--- config.mk ---
export PLATFORM = sky130hd
export DESIGN_NAME = apb_master
export DESIGN_NICKNAME = d
export VERILOG_FILES = /design/src/rtl/apb_master.sv
export SDC_FILE = /design/constraint.sdc
export NUM_CORES = 1
export LEC_CHECK = 0
export ABC_AREA = 1
export BUFFER_PORTS_ARGS = -buffer_cell sky130_fd_sc_hd__buf_2
export CAP_MARGIN = 20
export CELL_PAD_IN_SITES_DETAIL_PLACEMENT = 0
export CELL_PAD_IN_SITES_GLOBAL_PLACEMENT = 2
export CORE_ASPECT_RATIO = 1.5
export CORE_UTILIZATION = 27
export CTS_BUF_LIST = sky130_fd_sc_hd__clkbuf_16
export DETAILED_ROUTE_END_ITERATION = 6
export PLACE_DENSITY_LB_ADDON = 0.3
export REMOVE_ABC_BUFFERS = 1
export SLEW_MARGIN = 20
export SYNTH_ARGS = -nofsm -noshare
export SYNTH_HDL_FRONTEND = slang
export SYNTH_SLANG_ARGS = --single-unit
--- constraint.sdc ---
create_clock -name PCLK -period 4.25 [get_ports PCLK]
set_input_delay 0.6375 -clock PCLK [delete_from_list [all_inputs] [get_ports PCLK]]
set_output_delay 0.6375 -clock PCLK [all_outputs]
set_load 0.02 [all_outputs]
--- src/rtl/apb_master.sv ---
// APB initiator: converts a valid/ready command stream into APB SETUP/ACCESS
// transfers and returns one response per command, with optional stall timeout.
module apb_master #(
  parameter int unsigned ADDR_WIDTH = 32,
  parameter int unsigned DATA_WIDTH = 32,
  parameter int unsigned TIMEOUT    = 16
) (
  input  logic                  PCLK,
  input  logic                  PRESETn,
  input  logic                  cmd_valid,
  output logic                  cmd_ready,
  input  logic                  cmd_write,
  input  logic [ADDR_WIDTH-1:0] cmd_addr,
  input  logic [DATA_WIDTH-1:0] cmd_wdata,
  output logic                  rsp_valid,
  output logic [DATA_WIDTH-1:0] rsp_rdata,
  output logic                  rsp_err,
  output logic                  rsp_timeout,
  output logic                  busy,
  output logic                  PSEL,
  output logic                  PENABLE,
  output logic                  PWRITE,
  output logic [ADDR_WIDTH-1:0] PADDR,
  output logic [DATA_WIDTH-1:0] PWDATA,
  input  logic [DATA_WIDTH-1:0] PRDATA,
  input  logic                  PREADY,
  input  logic                  PSLVERR
);

  localparam int unsigned CNT_W = (TIMEOUT == 0) ? 1 : $clog2(TIMEOUT + 1);
  localparam logic [CNT_W-1:0] CNT_LAST = (TIMEOUT == 0) ? '0 : CNT_W'(TIMEOUT - 1);

  localparam logic [1:0] S_IDLE   = 2'd0;
  localparam logic [1:0] S_SETUP  = 2'd1;
  localparam logic [1:0] S_ACCESS = 2'd2;

  logic [1:0]            state_q, state_d;
  logic [CNT_W-1:0]      cnt_q, cnt_d;
  logic                  pwrite_q, pwrite_d;
  logic [ADDR_WIDTH-1:0] paddr_q, paddr_d;
  logic [DATA_WIDTH-1:0] pwdata_q, pwdata_d;
  logic                  rsp_valid_q, rsp_valid_d;
  logic [DATA_WIDTH-1:0] rsp_rdata_q, rsp_rdata_d;
  logic                  rsp_err_q, rsp_err_d;
  logic                  rsp_timeout_q, rsp_timeout_d;
  logic                  accept;

  // Ready in IDLE, or on the completing ACCESS cycle to chain the next command.
  assign cmd_ready = PRESETn && ((state_q == S_IDLE) || ((state_q == S_ACCESS) && PREADY));
  assign accept    = cmd_valid && cmd_ready;

  assign PSEL        = (state_q == S_SETUP) || (state_q == S_ACCESS);
  assign PENABLE     = (state_q == S_ACCESS);
  assign busy        = (state_q != S_IDLE);
  assign PWRITE      = pwrite_q;
  assign PADDR       = paddr_q;
  assign PWDATA      = pwdata_q;
  assign rsp_valid   = rsp_valid_q;
  assign rsp_rdata   = rsp_rdata_q;
  assign rsp_err     = rsp_err_q;
  assign rsp_timeout = rsp_timeout_q;

  always_ff @(posedge PCLK or negedge PRESETn) begin
    if (!PRESETn) begin
      state_q       <= S_IDLE;
      cnt_q         <= '0;
      pwrite_q      <= 1'b0;
      paddr_q       <= '0;
      pwdata_q      <= '0;
      rsp_valid_q   <= 1'b0;
      rsp_rdata_q   <= '0;
      rsp_err_q     <= 1'b0;
      rsp_timeout_q <= 1'b0;
    end else begin
      state_q       <= state_d;
      cnt_q         <= cnt_d;
      pwrite_q      <= pwrite_d;
      paddr_q       <= paddr_d;
      pwdata_q      <= pwdata_d;
      rsp_valid_q   <= rsp_valid_d;
      rsp_rdata_q   <= rsp_rdata_d;
      rsp_err_q     <= rsp_err_d;
      rsp_timeout_q <= rsp_timeout_d;
    end
  end

  always_comb begin
    state_d       = state_q;
    cnt_d         = cnt_q;
    pwrite_d      = pwrite_q;
    paddr_d       = paddr_q;
    pwdata_d      = pwdata_q;
    rsp_valid_d   = 1'b0;
    rsp_rdata_d   = rsp_rdata_q;
    rsp_err_d     = rsp_err_q;
    rsp_timeout_d = rsp_timeout_q;

    // Address/data registers change only on accept so they hold across IDLE.
    if (accept) begin
      pwrite_d = cmd_write;
      paddr_d  = cmd_addr;
      pwdata_d = cmd_wdata;
    end

    case (state_q)
      S_IDLE: begin
        if (accept) state_d = S_SETUP;
      end
      S_SETUP: begin
        state_d = S_ACCESS;
        cnt_d   = '0;
      end
      S_ACCESS: begin
        if (PREADY) begin
          rsp_valid_d   = 1'b1;
          rsp_rdata_d   = pwrite_q ? '0 : PRDATA;
          rsp_err_d     = PSLVERR;
          rsp_timeout_d = 1'b0;
          state_d       = accept ? S_SETUP : S_IDLE;
        end else if ((TIMEOUT != 0) && (cnt_q == CNT_LAST)) begin
          rsp_valid_d   = 1'b1;
          rsp_rdata_d   = '0;
          rsp_err_d     = 1'b1;
          rsp_timeout_d = 1'b1;
          state_d       = S_IDLE;
        end else if (cnt_q != {CNT_W{1'b1}}) begin
          cnt_d = cnt_q + CNT_W'(1);
        end
      end
      default: state_d = S_IDLE;
    endcase
  end

endmodule

* Word-level counts from Yosys, hierarchy flattened
Index checks and enable logic that the tools add are counted.
Widths: inputs -> output; s select.
** Operators by class
- Bitwise operators :: 0
- Div/mod/pow operators :: 0
- Mux-type cells :: 18
- Eq/ne operators :: 9
- Reduce and logical (&&, ||, !) cells :: 12
- Shifts and indexed selects :: 0
- $add $sub $neg :: 1
- $mul :: 0
- Magnitude comparators :: 0
** Operator list (count)
- $mux 32 :: 3
- $mux 5 :: 3
- $pmux 5 s2 :: 1
- $mux 1 :: 7
- $mux 2 :: 3
- $ne 2x2->1 const B :: 3
- $pmux 2 s3 :: 1
- $reduce_bool 2->1 :: 3
- $add 5x1->5 const B :: 1
- $eq 5x4->1 const B :: 1
- $ne 5x5->1 const B :: 1
- $reduce_and 2->1 :: 2
- $reduce_and 4->1 :: 1
- $logic_and 1x1->1 :: 3
- $ne 3x1->1 const B :: 1
- $eq 2x1->1 const B :: 1
- $eq 2x2->1 const B :: 1
- $logic_not 2->1 :: 1
- $logic_or 1x1->1 :: 2
- $ne 2x1->1 const B :: 1
** Word-level totals
- Bits in read-only memories :: 0
- Bits in latches :: 0
- Word-level logic and storage cells :: 49
- Memory bits (writable) :: 0
- Memories kept :: 0
- Register bits :: 107
- Bits of input ports :: 102

* Depth between registers and ports, before layout
Gate-level depths: netlist of the first run.
- Word-level depth :: 8
- Gate-level depth with buffers :: 11
- Gate-level depth less buffers :: 10

* Least setup slack after synthesis of the first run
No wires, ideal clock.
- Kind :: register to output
- Start point :: reg state_q[0]
- End point :: out cmd_ready
- Arrival :: 1.225 ns
- Stages on the path, launching flop included :: 7
- Required time :: 3.612 ns
- Slack :: 2.388 ns
- Path buffers :: 0
- Path through :: dfrtp_1 > inv_1 > ha_1 > nand2_2 > nand2_1 > nand2_2 > inv_2
** On the way
- Longest elaborated chain between the ends :: 4
- Elaborated cells between the ends (all ways) :: 5
- Classes of those cells :: 1 x eq/ne; 4 x reduce/logical
** RTL lines
- start: declaration :: RTL line 37 : logic [1:0] state_q, state_d;
- start signal: assignment :: RTL line 75 : state_q <= state_d;
- $eq 2x2->1
- via PENABLE :: RTL line 21 : output logic PENABLE,
- $logic_and 1x1->1 :: RTL line 49 : assign cmd_ready = PRESETn && ((state_q == S_IDLE) || ((state_q == S_ACCESS) && PREADY));
- $logic_or 1x1->1 :: RTL line 49
- $logic_and 1x1->1 :: RTL line 49
- end: declaration :: RTL line 11 : output logic cmd_ready,
The timed path passes the listed nets, and every way through them passes these cells.

* Final worst setup path of the first run
- Start point :: reg state_q[0]
- End point :: out cmd_ready
** On the way
- Longest elaborated chain between the ends :: 4
- Elaborated cells between the ends (all ways) :: 5
- Classes of those cells :: 1 x eq/ne; 4 x reduce/logical
** RTL lines (RTL line)
- $eq 2x2->1 :: 49
- $logic_and 1x1->1 :: 49
- $logic_or 1x1->1 (*) :: 49
- $logic_and 1x1->1 (*) :: 49
Mark *: on every way between the ends. The rest lies on a longest branch, timed or not.

==> impl_metrics.env, run 1 <==
export IMPL_setup_viol=0
export IMPL_r2r_cells=10
export IMPL_dpl_hpwl_mm=8.43
export IMPL_grt_pass1_wl_mm=18.8
export IMPL_start_kind="flip-flop"
export IMPL_antenna_found_initial=0
export IMPL_drcViolationCount=0
export IMPL_grt_max_degree=66
export IMPL_die_x_um=105
export IMPL_clk_path_buf_depth=2
export IMPL_arrival_ps=1860
export IMPL_fp_coreArea_mm2=0.0157
export IMPL_postCtsSetupBuffers=0
export IMPL_regToRegSetupSlack_ps=1810
export IMPL_p_per_area_mw_per_mm2=770
export IMPL_r2r_start="state_q[0]$_DFFE_PN0P_"
export IMPL_ys_async_sr_fraction=1.00
export IMPL_n_antenna_cell=0
export IMPL_power_w=0.00447
export IMPL_cp_startpoint="state_q[0]$_DFFE_PN0P_"
export IMPL_io_pins=206
export IMPL_syn_inst=492
export IMPL_synth_area_per_cell_um2=8.81
export IMPL_worst_slew_pin_slew_ps=966
export IMPL_cp_max_fo=26
export IMPL_place_gp_congestion=0.746
export IMPL_crit_path_end_kind="output port"
export IMPL_ir_drop_v=0.000343
export IMPL_period_minus_slack_ps=2500
export IMPL_num_fill_cells=1681
export IMPL_totalNegativeSetupSlack_ps=0
export IMPL_dr_total_vias=3802
export IMPL_die_area_mm2=0.0166
export IMPL_grtUsageTotal=0.146
export IMPL_worst_slack_ps=1750
export IMPL_pwr_share_seq=0.392
export IMPL_clkPwrFrac=0.177
export IMPL_first_global_vias=3716
export IMPL_rows=56
export IMPL_finalHoldViolCount=0
export IMPL_wl_per_cell_um=13.2
export IMPL_max_cap_violations=0
export IMPL_maxSlewHeadroom=0.355
export IMPL_cts_sinks=107
export IMPL_period_share=0.587
export IMPL_pre_cts_ws_ps=1770
export IMPL_dr_first_iter_drc_count=173
export IMPL_die_h_um=157
export IMPL_numCtsBuffers=9
export IMPL_internal_power_w=0.00250
export IMPL_worstPathRequired_ps=3610
export IMPL_synth_ff_latch_count=107
export IMPL_timing_final_max_slew_violations=0
export IMPL_detail_route_antenna_nets=0
export IMPL_synth_top_area_cell="dfrtp_1"
export IMPL_rsz0062_at_grt="no"
export IMPL_area_delta_synth_final_pct=33.9
export IMPL_syn_cell_area_mm2=0.00434
export IMPL_hold_ws_ps=469
export IMPL_cts_tree="yes"
export IMPL_cts_root_buffer="clkbuf_16"
export IMPL_hold_class="flip-flop to flip-flop"
export IMPL_clock_fmax_mhz=401
export IMPL_synth_enable_flop_cells=0
export IMPL_synth_cell_type_count=18
export IMPL_comb_power_share=0.431
export IMPL_port_buffer_count=205
export IMPL_leakage_nw=3.46
export IMPL_start_util=0.276
export IMPL_clk_pin_slew_ps=70
export IMPL_drive_above_1_share=0.335
export IMPL_ys_warn_count=0
export IMPL_timing_rr_end="PWDATA[1]$_DFFE_PN0P_"
export IMPL_criticalPathCategory="flip-flop to output port"
export IMPL_status="completed"
export IMPL_utilization=0.370
export IMPL_netlist_top_cells_area="dfrtp_1 62%, nand2_1 25%, nand3_1 4.2%"
export IMPL_power_switching_w=0.00198
export IMPL_ctsHtreeMaxLevel=3
export IMPL_fin_nets=801
export IMPL_switching_share=0.442
export IMPL_cts_resized=0
export IMPL_ctsHoldBuffers=0
export IMPL_clk_latency_ps=350
export IMPL_netlist_area_leader_share=0.617
export IMPL_fin_skew_ps=8.69
export IMPL_wirelength_mm=11.8
export IMPL_synth_seq_area_share=0.617
export IMPL_endpoint="cmd_ready"
export IMPL_grt_remaining_overflow=0
export IMPL_via_per_inst=4.23
export IMPL_drtPass1Iterations=4
export IMPL_synth_flop_cell="dfrtp_1"
layout make-up:
| class | count | area, um^2 | share of cell area |
|---|---|---|---|
| Clock buffer | 9 | 225 | 0.0388 |
| Clock inverter | 7 | 51.3 | 0.00883 |
| Tap cell | 203 | 254 | 0.0437 |
| Sequential cell | 107 | 2680 | 0.461 |
| Inverter | 16 | 60.1 | 0.0103 |
| Multi-Input combinational cell | 346 | 1460 | 0.251 |
| Timing Repair Buffer | 211 | 1080 | 0.186 |
synth_stat cells (3+ instances only):
cell type,count
buf_2,4
nand2_2,3
buf_4,5
nand2_1,284
nor2_1,6
dfrtp_1,107
nand3_1,36
clkbuf_1,8
inv_1,15
ha_1,8
buf_6,6
o21ai_0,4
placed cells by master (no fill, tap or decap), drive strengths merged:
cell,Yosys,routed
clkinvlp,0,1
o22a,1,1
buf,15,211
o21ai,4,4
dfrtp,107,107
nand3b,1,1
nor3b,1,1
inv,16,18
nand3,36,36
ha,8,8
clkinv,0,4
clkbuf,8,9
nand2,287,287
nand4,1,1
nor2,7,7
power groups by stage:
stage | logic (W) | clock network (W) | registers, W
finish | 0.00193 | 0.000790 | 0.00175
global placement | 0.00194 | 0 | 0.00177
detailed placement | 0.00197 | 0 | 0.00177
global route | 0.00214 | 0.000871 | 0.00181
floorplan | 0.000632 | 0 | 0.00230
CTS | 0.00196 | 0.000826 | 0.00176
worst min path at each step:
stage | startpoint | endpoint | slack, ps | cells after the start
floorplan | PRESETn | PADDR[0]$_DFFE_PN0P_ | 340 | 0
global placement | rsp_rdata[16]$_DFFE_PN0P_ | rsp_rdata[16]$_DFFE_PN0P_ | 450 | 2
detailed placement | rsp_rdata[16]$_DFFE_PN0P_ | rsp_rdata[16]$_DFFE_PN0P_ | 450 | 2
CTS | cmd_addr[28] | PADDR[28]$_DFFE_PN0P_ | 470 | 3
global route | cmd_wdata[10] | PWDATA[10]$_DFFE_PN0P_ | 480 | 3
finish | PADDR[19]$_DFFE_PN0P_ | PADDR[19]$_DFFE_PN0P_ | 470 | 2
metal layers:
layer,vias to the layer above,track usage,share of wire
met5,-,0,0
li1,1903,-,-
met3,15,0.0381,0.060
met1,1748,0.167,0.41
met4,0,0.0584,0.021
met2,136,0.257,0.51
kinds of logic after synthesis:
kind of cell	share of synthesized area
DFF	0.617
and+or+nand+nor	0.303
buffers and inverters	0.0496
AOI/OAI and AO/OA	0.00664
adders and majority gates	0.0231
stage by stage:
step | instances | area, um^2
global placement | 882 | 5510
detailed placement | 882 | 5520
global route | 899 | 5810
CTS | 898 | 5790
floorplan | 469 | 4180
finish | 899 | 5810
critical path, stage by stage (launching register included):
cell	delay, ps
dfrtp_1	430
inv_1	100
ha_1	150
buf_4	280
nand2_2	140
nand2_1	90
nand2_2	70
inv_2	80
buf_2	180
state kept, by name, indices dropped and copies added (netlist names):
name / cells
PADDR: 32
PWDATA: 32
PWRITE: 1
cnt_q: 5
rsp_err: 1
rsp_rdata: 32
rsp_timeout: 1
rsp_valid: 1
state_q: 2
Note: power is estimated with default switching activity, not from simulation.
==> inputs of run 2 (changes only) <==
--- a/config.mk
+++ b/config.mk
@@ -5,13 +5,13 @@
 export SDC_FILE = /design/constraint.sdc
 export NUM_CORES = 1
 export LEC_CHECK = 0
-export ABC_AREA = 1
+export ABC_AREA = 0
 export BUFFER_PORTS_ARGS = -buffer_cell sky130_fd_sc_hd__buf_2
 export CAP_MARGIN = 20
 export CELL_PAD_IN_SITES_DETAIL_PLACEMENT = 0
 export CELL_PAD_IN_SITES_GLOBAL_PLACEMENT = 2
 export CORE_ASPECT_RATIO = 1.5
-export CORE_UTILIZATION = 27
+export CORE_UTILIZATION = 26
 export CTS_BUF_LIST = sky130_fd_sc_hd__clkbuf_16
 export DETAILED_ROUTE_END_ITERATION = 6
 export PLACE_DENSITY_LB_ADDON = 0.3
==> constraint.sdc (replaced) <==
create_clock -name PCLK -period 2.11 [get_ports PCLK]
set_input_delay 0.3165 -clock PCLK [delete_from_list [all_inputs] [get_ports PCLK]]
set_output_delay 0.3165 -clock PCLK [all_outputs]
set_load 0.02 [all_outputs]
==> impl_metrics.env, run 2 <==
export IMPL_synth_cell_type_count=32
export IMPL_n_antenna_cell=0
export IMPL_grt_pass1_wl_mm=16.8
export IMPL_period_share=0.959
export IMPL_ir_drop_v=0.000517
export IMPL_synth_flop_cell="dfrtp_1"
export IMPL_leakage_nw=3.01
export IMPL_final_common_cell="buf_2"
export IMPL_cts_tree="yes"
export IMPL_antenna_found_initial=0
export IMPL_via_per_inst=4.32
export IMPL_start_kind="flip-flop"
export IMPL_pwr_share_seq=0.384
export IMPL_synth_top_area_cell="dfrtp_1"
export IMPL_timing_final_max_slew_violations=0
export IMPL_numCtsBuffers=9
export IMPL_wl_per_cell_um=14.2
export IMPL_synth_most_common_cell="dfrtp_1"
export IMPL_crit_path_end_kind="flip-flop"
export IMPL_cts_sinks=107
export IMPL_grt_remaining_overflow=0
export IMPL_area_delta_synth_final_pct=35.4
export IMPL_hold_class="input port to async pin"
export IMPL_synth_seq_area_share=0.627
export IMPL_syn_cell_area_mm2=0.00427
export IMPL_switching_share=0.396
export IMPL_grtUsageTotal=0.126
export IMPL_first_global_vias=3236
export IMPL_power_w=0.00862
export IMPL_start_util=0.265
export IMPL_fin_skew_ps=9.42
export IMPL_clkPwrFrac=0.184
export IMPL_clock_fmax_mhz=494
export IMPL_criticalPathCategory="flip-flop to flip-flop"
export IMPL_clk_latency_ps=340
export IMPL_dr_total_vias=3169
export IMPL_netlist_top_cells_area="dfrtp_1 63%, mux2_2 16%, nand2_1 5.1%"
export IMPL_die_h_um=159
export IMPL_dpl_hpwl_mm=7.54
export IMPL_comb_power_share=0.432
export IMPL_synth_area_per_cell_um2=13.3
export IMPL_multi_input_area_mm2=0.00145
export IMPL_syn_inst=321
export IMPL_worstPathRequired_ps=2350
export IMPL_fp_coreArea_mm2=0.0161
export IMPL_arrival_ps=2260
export IMPL_period_minus_slack_ps=2020
export IMPL_final_cell_area_mm2=0.00578
export IMPL_totalNegativeSetupSlack_ps=0
export IMPL_detail_route_antenna_nets=0
export IMPL_port_buffer_count=205
export IMPL_internal_power_w=0.00521
export IMPL_worst_slew_pin_slew_ps=590
export IMPL_drive_above_1_share=0.553
export IMPL_grt_max_degree=108
export IMPL_max_cap_violations=0
export IMPL_cp_max_fo=4
export IMPL_io_pins=206
export IMPL_ctsHtreeMaxLevel=3
export IMPL_final_cell_mix="204 x buf_2, 107 x dfrtp_1, 60 x mux2_2, 58 x nand2_1, 28 x nand3_1"
export IMPL_setup_viol=0
export IMPL_place_gp_congestion=0.706
export IMPL_status="completed"
export IMPL_seq_area_mm2=0.00268
export IMPL_synth_enable_flop_cells=0
export IMPL_wirelength_mm=10.4
export IMPL_finalHoldViolCount=0
export IMPL_clk_path_buf_depth=2
export IMPL_rows=57
export IMPL_die_x_um=107
export IMPL_synthTopCellsByCount="107 x dfrtp_1, 60 x mux2_2, 58 x nand2_1"
export IMPL_drtPass1Iterations=4
export IMPL_synth_ff_latch_count=107
export IMPL_clk_pin_slew_ps=70
export IMPL_fin_nets=634
export IMPL_ys_async_sr_fraction=1.00
export IMPL_dr_first_iter_drc_count=82
export IMPL_maxSlewHeadroom=0.607
export IMPL_drcViolationCount=0
export IMPL_p_per_area_mw_per_mm2=1490
export IMPL_utilization=0.359
export IMPL_cts_root_buffer="clkbuf_16"
export IMPL_die_area_mm2=0.0169
export IMPL_rsz0062_at_grt="no"
export IMPL_power_switching_w=0.00341
export IMPL_postCtsSetupBuffers=0
export IMPL_place_area_mm2=0.00550
export IMPL_ys_warn_count=0
export IMPL_netlist_area_leader_share=0.627
export IMPL_num_fill_cells=1654
run 2: cell count changes in the layout (fill, tap and decap cells not counted), moves of 3 or more:
| cell | change |
|---|---|
| nor2_1 | -4 |
| inv_1 | -10 |
| nand2_1 | -225 |
| nand3_1 | -8 |
| mux2_1 | +6 |
| o21ai_0 | -3 |
| mux2_2 | +60 |
| a22o_1 | +6 |
| a21oi_1 | +3 |
| nand2_2 | -3 |
run 2: worst max-delay path, cell delays in order (launching register included):
cell	delay, ps
dfrtp_1	420
ha_1	220
and3_1	210
ha_1	220
or4b_4	560
xnor2_1	140
and2_1	150
run 2: cell type report:
type | count | area share
Inverter | 6 | 0.00390
Clock buffer | 9 | 0.0390
Multi-Input combinational cell | 190 | 0.251
Tap cell | 206 | 0.0446
Timing Repair Buffer | 210 | 0.189
Sequential cell | 107 | 0.463
Clock inverter | 6 | 0.00931
run 2: what timing repair did:
| action | in CTS | in global routing |
|---|---|---|
| endpoints found under the hold margin | 0 | 0 |
| gates resized for setup | 0 | 1 |
| hold buffers | 0 | 0 |
| endpoints found under the setup margin | 0 | 1 |
run 2: cell families (layout without fill, tap and decap cells):
kind of cell,Yosys count,count (layout),synth area share
AO/OA/AOI/OAI,15,15,0.0287
XOR/XNOR,1,1,0.00205
adder cells (fa/ha/maj),8,8,0.0234
buffers and inverters,24,231,0.0349
flip-flops,107,107,0.627
multiplexers,68,68,0.179
AND/OR/NAND/NOR,98,98,0.105
run 2: per-stage QoR:
step	setup WS, ps	hold WS, ps	std cells
6_report	86.8	75.7	734
5_1_grt	8.58	146	734
4_1_cts	77.9	123	734
2_1_floorplan	-1260	20.9	303
3_5_place_dp	98.2	450	719
3_3_place_gp	139	447	719
run 2: final timing paths:
kind / from / to / slack (ps) / cells past startpoint
worst max-delay path: cnt_q[0]$_DFFE_PN0P_ / cnt_q[0]$_DFFE_PN0P_ / 90 / 6
worst min-delay path: PRESETn / state_q[0]$_DFFE_PN0P_ / 80 / 2
worst max register to register: cnt_q[0]$_DFFE_PN0P_ / cnt_q[0]$_DFFE_PN0P_ / 90 / 6
worst min register to register: rsp_rdata[20]$_DFFE_PN0P_ / rsp_rdata[20]$_DFFE_PN0P_ / 460 / 2
max in group asynchronous: PRESETn / rsp_rdata[9]$_DFFE_PN0P_ / 1590 / 2
min in group PCLK: PRDATA[26] / rsp_rdata[26]$_DFFE_PN0P_ / 190 / 2
run 2: power groups by stage:
stage / clock, W / sequential, W / combinational, W
floorplan: 0 / 0.00441 / 0.00131
global placement: 0 / 0.00333 / 0.00376
global route: 0.00174 / 0.00344 / 0.00401
CTS: 0.00166 / 0.00333 / 0.00380
finish: 0.00159 / 0.00331 / 0.00372
detailed placement: 0 / 0.00335 / 0.00380
run 2: routing by layer:
layer	wire length [um]	vias up	global-route usage	share of wire
met4	200	0	0.0479	0.019
met1	4160	1532	0.143	0.40
li1	-	1496	-	-
met5	0	-	0	0
met2	5360	129	0.223	0.51
met3	717	12	0.0340	0.069
==> inputs of run 3 (changes only) <==
--- a/config.mk
+++ b/config.mk
@@ -11,7 +11,7 @@
 export CELL_PAD_IN_SITES_DETAIL_PLACEMENT = 0
 export CELL_PAD_IN_SITES_GLOBAL_PLACEMENT = 2
 export CORE_ASPECT_RATIO = 1.5
-export CORE_UTILIZATION = 26
+export CORE_UTILIZATION = 30
 export CTS_BUF_LIST = sky130_fd_sc_hd__clkbuf_16
 export DETAILED_ROUTE_END_ITERATION = 6
 export PLACE_DENSITY_LB_ADDON = 0.3
==> constraint.sdc (replaced) <==
create_clock -name PCLK -period 2.4 [get_ports PCLK]
set_input_delay 0.36 -clock PCLK [delete_from_list [all_inputs] [get_ports PCLK]]
set_output_delay 0.36 -clock PCLK [all_outputs]
set_load 0.02 [all_outputs]
==> impl_metrics.env, run 3 (synthesis gave the netlist of run 2 again) <==
export IMPL_rows=53
export IMPL_path_cells="inv_1, ha_1, a21oi_4, nor2b_1, buf_2"
export IMPL_wirelength_mm=10.5
export IMPL_worstPathRequired_ps=2040
export IMPL_drtPass1Iterations=4
export IMPL_setup_viol=0
export IMPL_seq_area_mm2=0.00268
export IMPL_clk_path_buf_depth=2
export IMPL_max_cap_violations=0
export IMPL_dpl_hpwl_mm=7.72
export IMPL_area_delta_synth_final_pct=34.6
export IMPL_worst_path_buf_inv=2
export IMPL_slowest_stage="ha_1"
export IMPL_final_cell_mix="204 x buf_2, 107 x dfrtp_1, 60 x mux2_2, 58 x nand2_1, 28 x nand3_1"
export IMPL_clk_latency_ps=350
export IMPL_die_x_um=99.4
export IMPL_ctsHtreeMaxLevel=3
export IMPL_start_util=0.307
export IMPL_cp_max_fo=13
export IMPL_clk_pin_slew_ps=70
export IMPL_grt_pass1_wl_mm=16.4
export IMPL_grtUsageTotal=0.145
export IMPL_multi_input_area_mm2=0.00145
export IMPL_final_cells=695
export IMPL_period_share=0.898
export IMPL_arrival_ps=1800
export IMPL_die_h_um=148
export IMPL_ir_drop_v=0.000473
export IMPL_cts_tree="yes"
export IMPL_rsz0062_at_grt="no"
export IMPL_die_area_mm2=0.0147
export IMPL_place_area_mm2=0.00545
export IMPL_clock_fmax_mhz=464
export IMPL_grt_max_degree=108
export IMPL_antenna_found_initial=1
export IMPL_criticalPathCategory="flip-flop to output port"
export IMPL_crit_family="adder cells"
export IMPL_cts_root_buffer="clkbuf_16"
export IMPL_timing_final_max_slew_violations=0
export IMPL_final_cell_area_mm2=0.00575
export IMPL_finalHoldViolCount=0
export IMPL_cp_startpoint="state_q[0]$_DFFE_PN0P_"
export IMPL_postCtsSetupBuffers=0
export IMPL_r2r_start="state_q[0]$_DFFE_PN0P_"
export IMPL_cts_resized=0
export IMPL_drive_above_1_share=0.554
export IMPL_start_kind="flip-flop"
export IMPL_fin_skew_ps=6.46
export IMPL_dr_first_iter_drc_count=52
export IMPL_period_minus_slack_ps=2160
export IMPL_worst_slew_pin_slew_ps=580
export IMPL_wl_per_cell_um=15.2
export IMPL_maxSlewHeadroom=0.613
export IMPL_ctsHoldBuffers=0
export IMPL_via_per_inst=4.54
export IMPL_drcViolationCount=0
export IMPL_p_per_area_mw_per_mm2=1330
export IMPL_grt_remaining_overflow=0
export IMPL_hold_ws_ps=93.1
export IMPL_fin_nets=634
export IMPL_crit_path_end_kind="output port"
export IMPL_detail_route_antenna_nets=0
export IMPL_io_pins=206
export IMPL_leakage_nw=3.01
export IMPL_first_global_vias=3186
export IMPL_cts_sinks=107
export IMPL_fp_coreArea_mm2=0.0139
export IMPL_critPathMaxStageDelay_ps=460
export IMPL_numCtsBuffers=9
export IMPL_place_gp_congestion=0.690
export IMPL_port_buffer_count=205
export IMPL_placed_cells=678
export IMPL_num_fill_cells=1405
export IMPL_hold_class="input port to async pin"
export IMPL_status="completed"
export IMPL_final_common_cell="buf_2"
export IMPL_dr_total_vias=3153
## run 3: area by class of cell
type                       count  share of cell area
tap                          165              0.0359
sequential                   107               0.466
multi-input combinational    190               0.252
timing repair buffer         210               0.190
inverter                       6             0.00392
antenna                        1            0.000435
clock buffer                   9              0.0392
clock inverter                 7              0.0124
## run 3: per-stage QoR
step / utilization / total power, W / TNS (ps) / setup WS (ps)
after floorplan: - / 0.00503 / -63400 / -968
after detailed placement: 0.391 / 0.00631 / 0 / 316
after global routing: 0.413 / 0.00815 / 0 / 122
final: 0.413 / 0.00766 / 0 / 244
after global placement: 0.391 / 0.00625 / 0 / 376
after CTS: 0.412 / 0.00780 / 0 / 215
## run 3: routing by layer
| layer | vias to the layer above | wire length (um) | track usage | part of all wire |
|---|---|---|---|---|
| met5 | - | 0 | 0 | 0 |
| met4 | 0 | 230 | 0.0618 | 0.022 |
| met3 | 12 | 549 | 0.0338 | 0.052 |
| met2 | 117 | 5830 | 0.274 | 0.55 |
| met1 | 1528 | 3930 | 0.152 | 0.37 |
| li1 | 1496 | - | - | - |
## run 3: path summary, 6_finish.rpt
kind                                             end  slack (ps)  cells after the start
setup / recovery                           cmd_ready         240                      5
hold / removal                  PADDR[7]$_DFFE_PN0P_          90                      2
setup reg to reg               PWDATA[8]$_DFFE_PN0P_         310                      6
hold reg to reg            rsp_rdata[16]$_DFFE_PN0P_         460                      2
max in group asynchronous      PADDR[23]$_DFFE_PN0P_        1870                      2
min in group PCLK           rsp_rdata[6]$_DFFE_PN0P_         220                      3
## run 3: report_power, final
part | leakage (nW) | internal [W] | switching [W] | total, W
Sequential | 1.33 | 0.00256 | 0.000359 | 0.00292
Clock | 0.139 | 0.000733 | 0.000719 | 0.00145
Combinational | 1.55 | 0.00131 | 0.00198 | 0.00329
Total | 3.01 | 0.00460 | 0.00306 | 0.00766
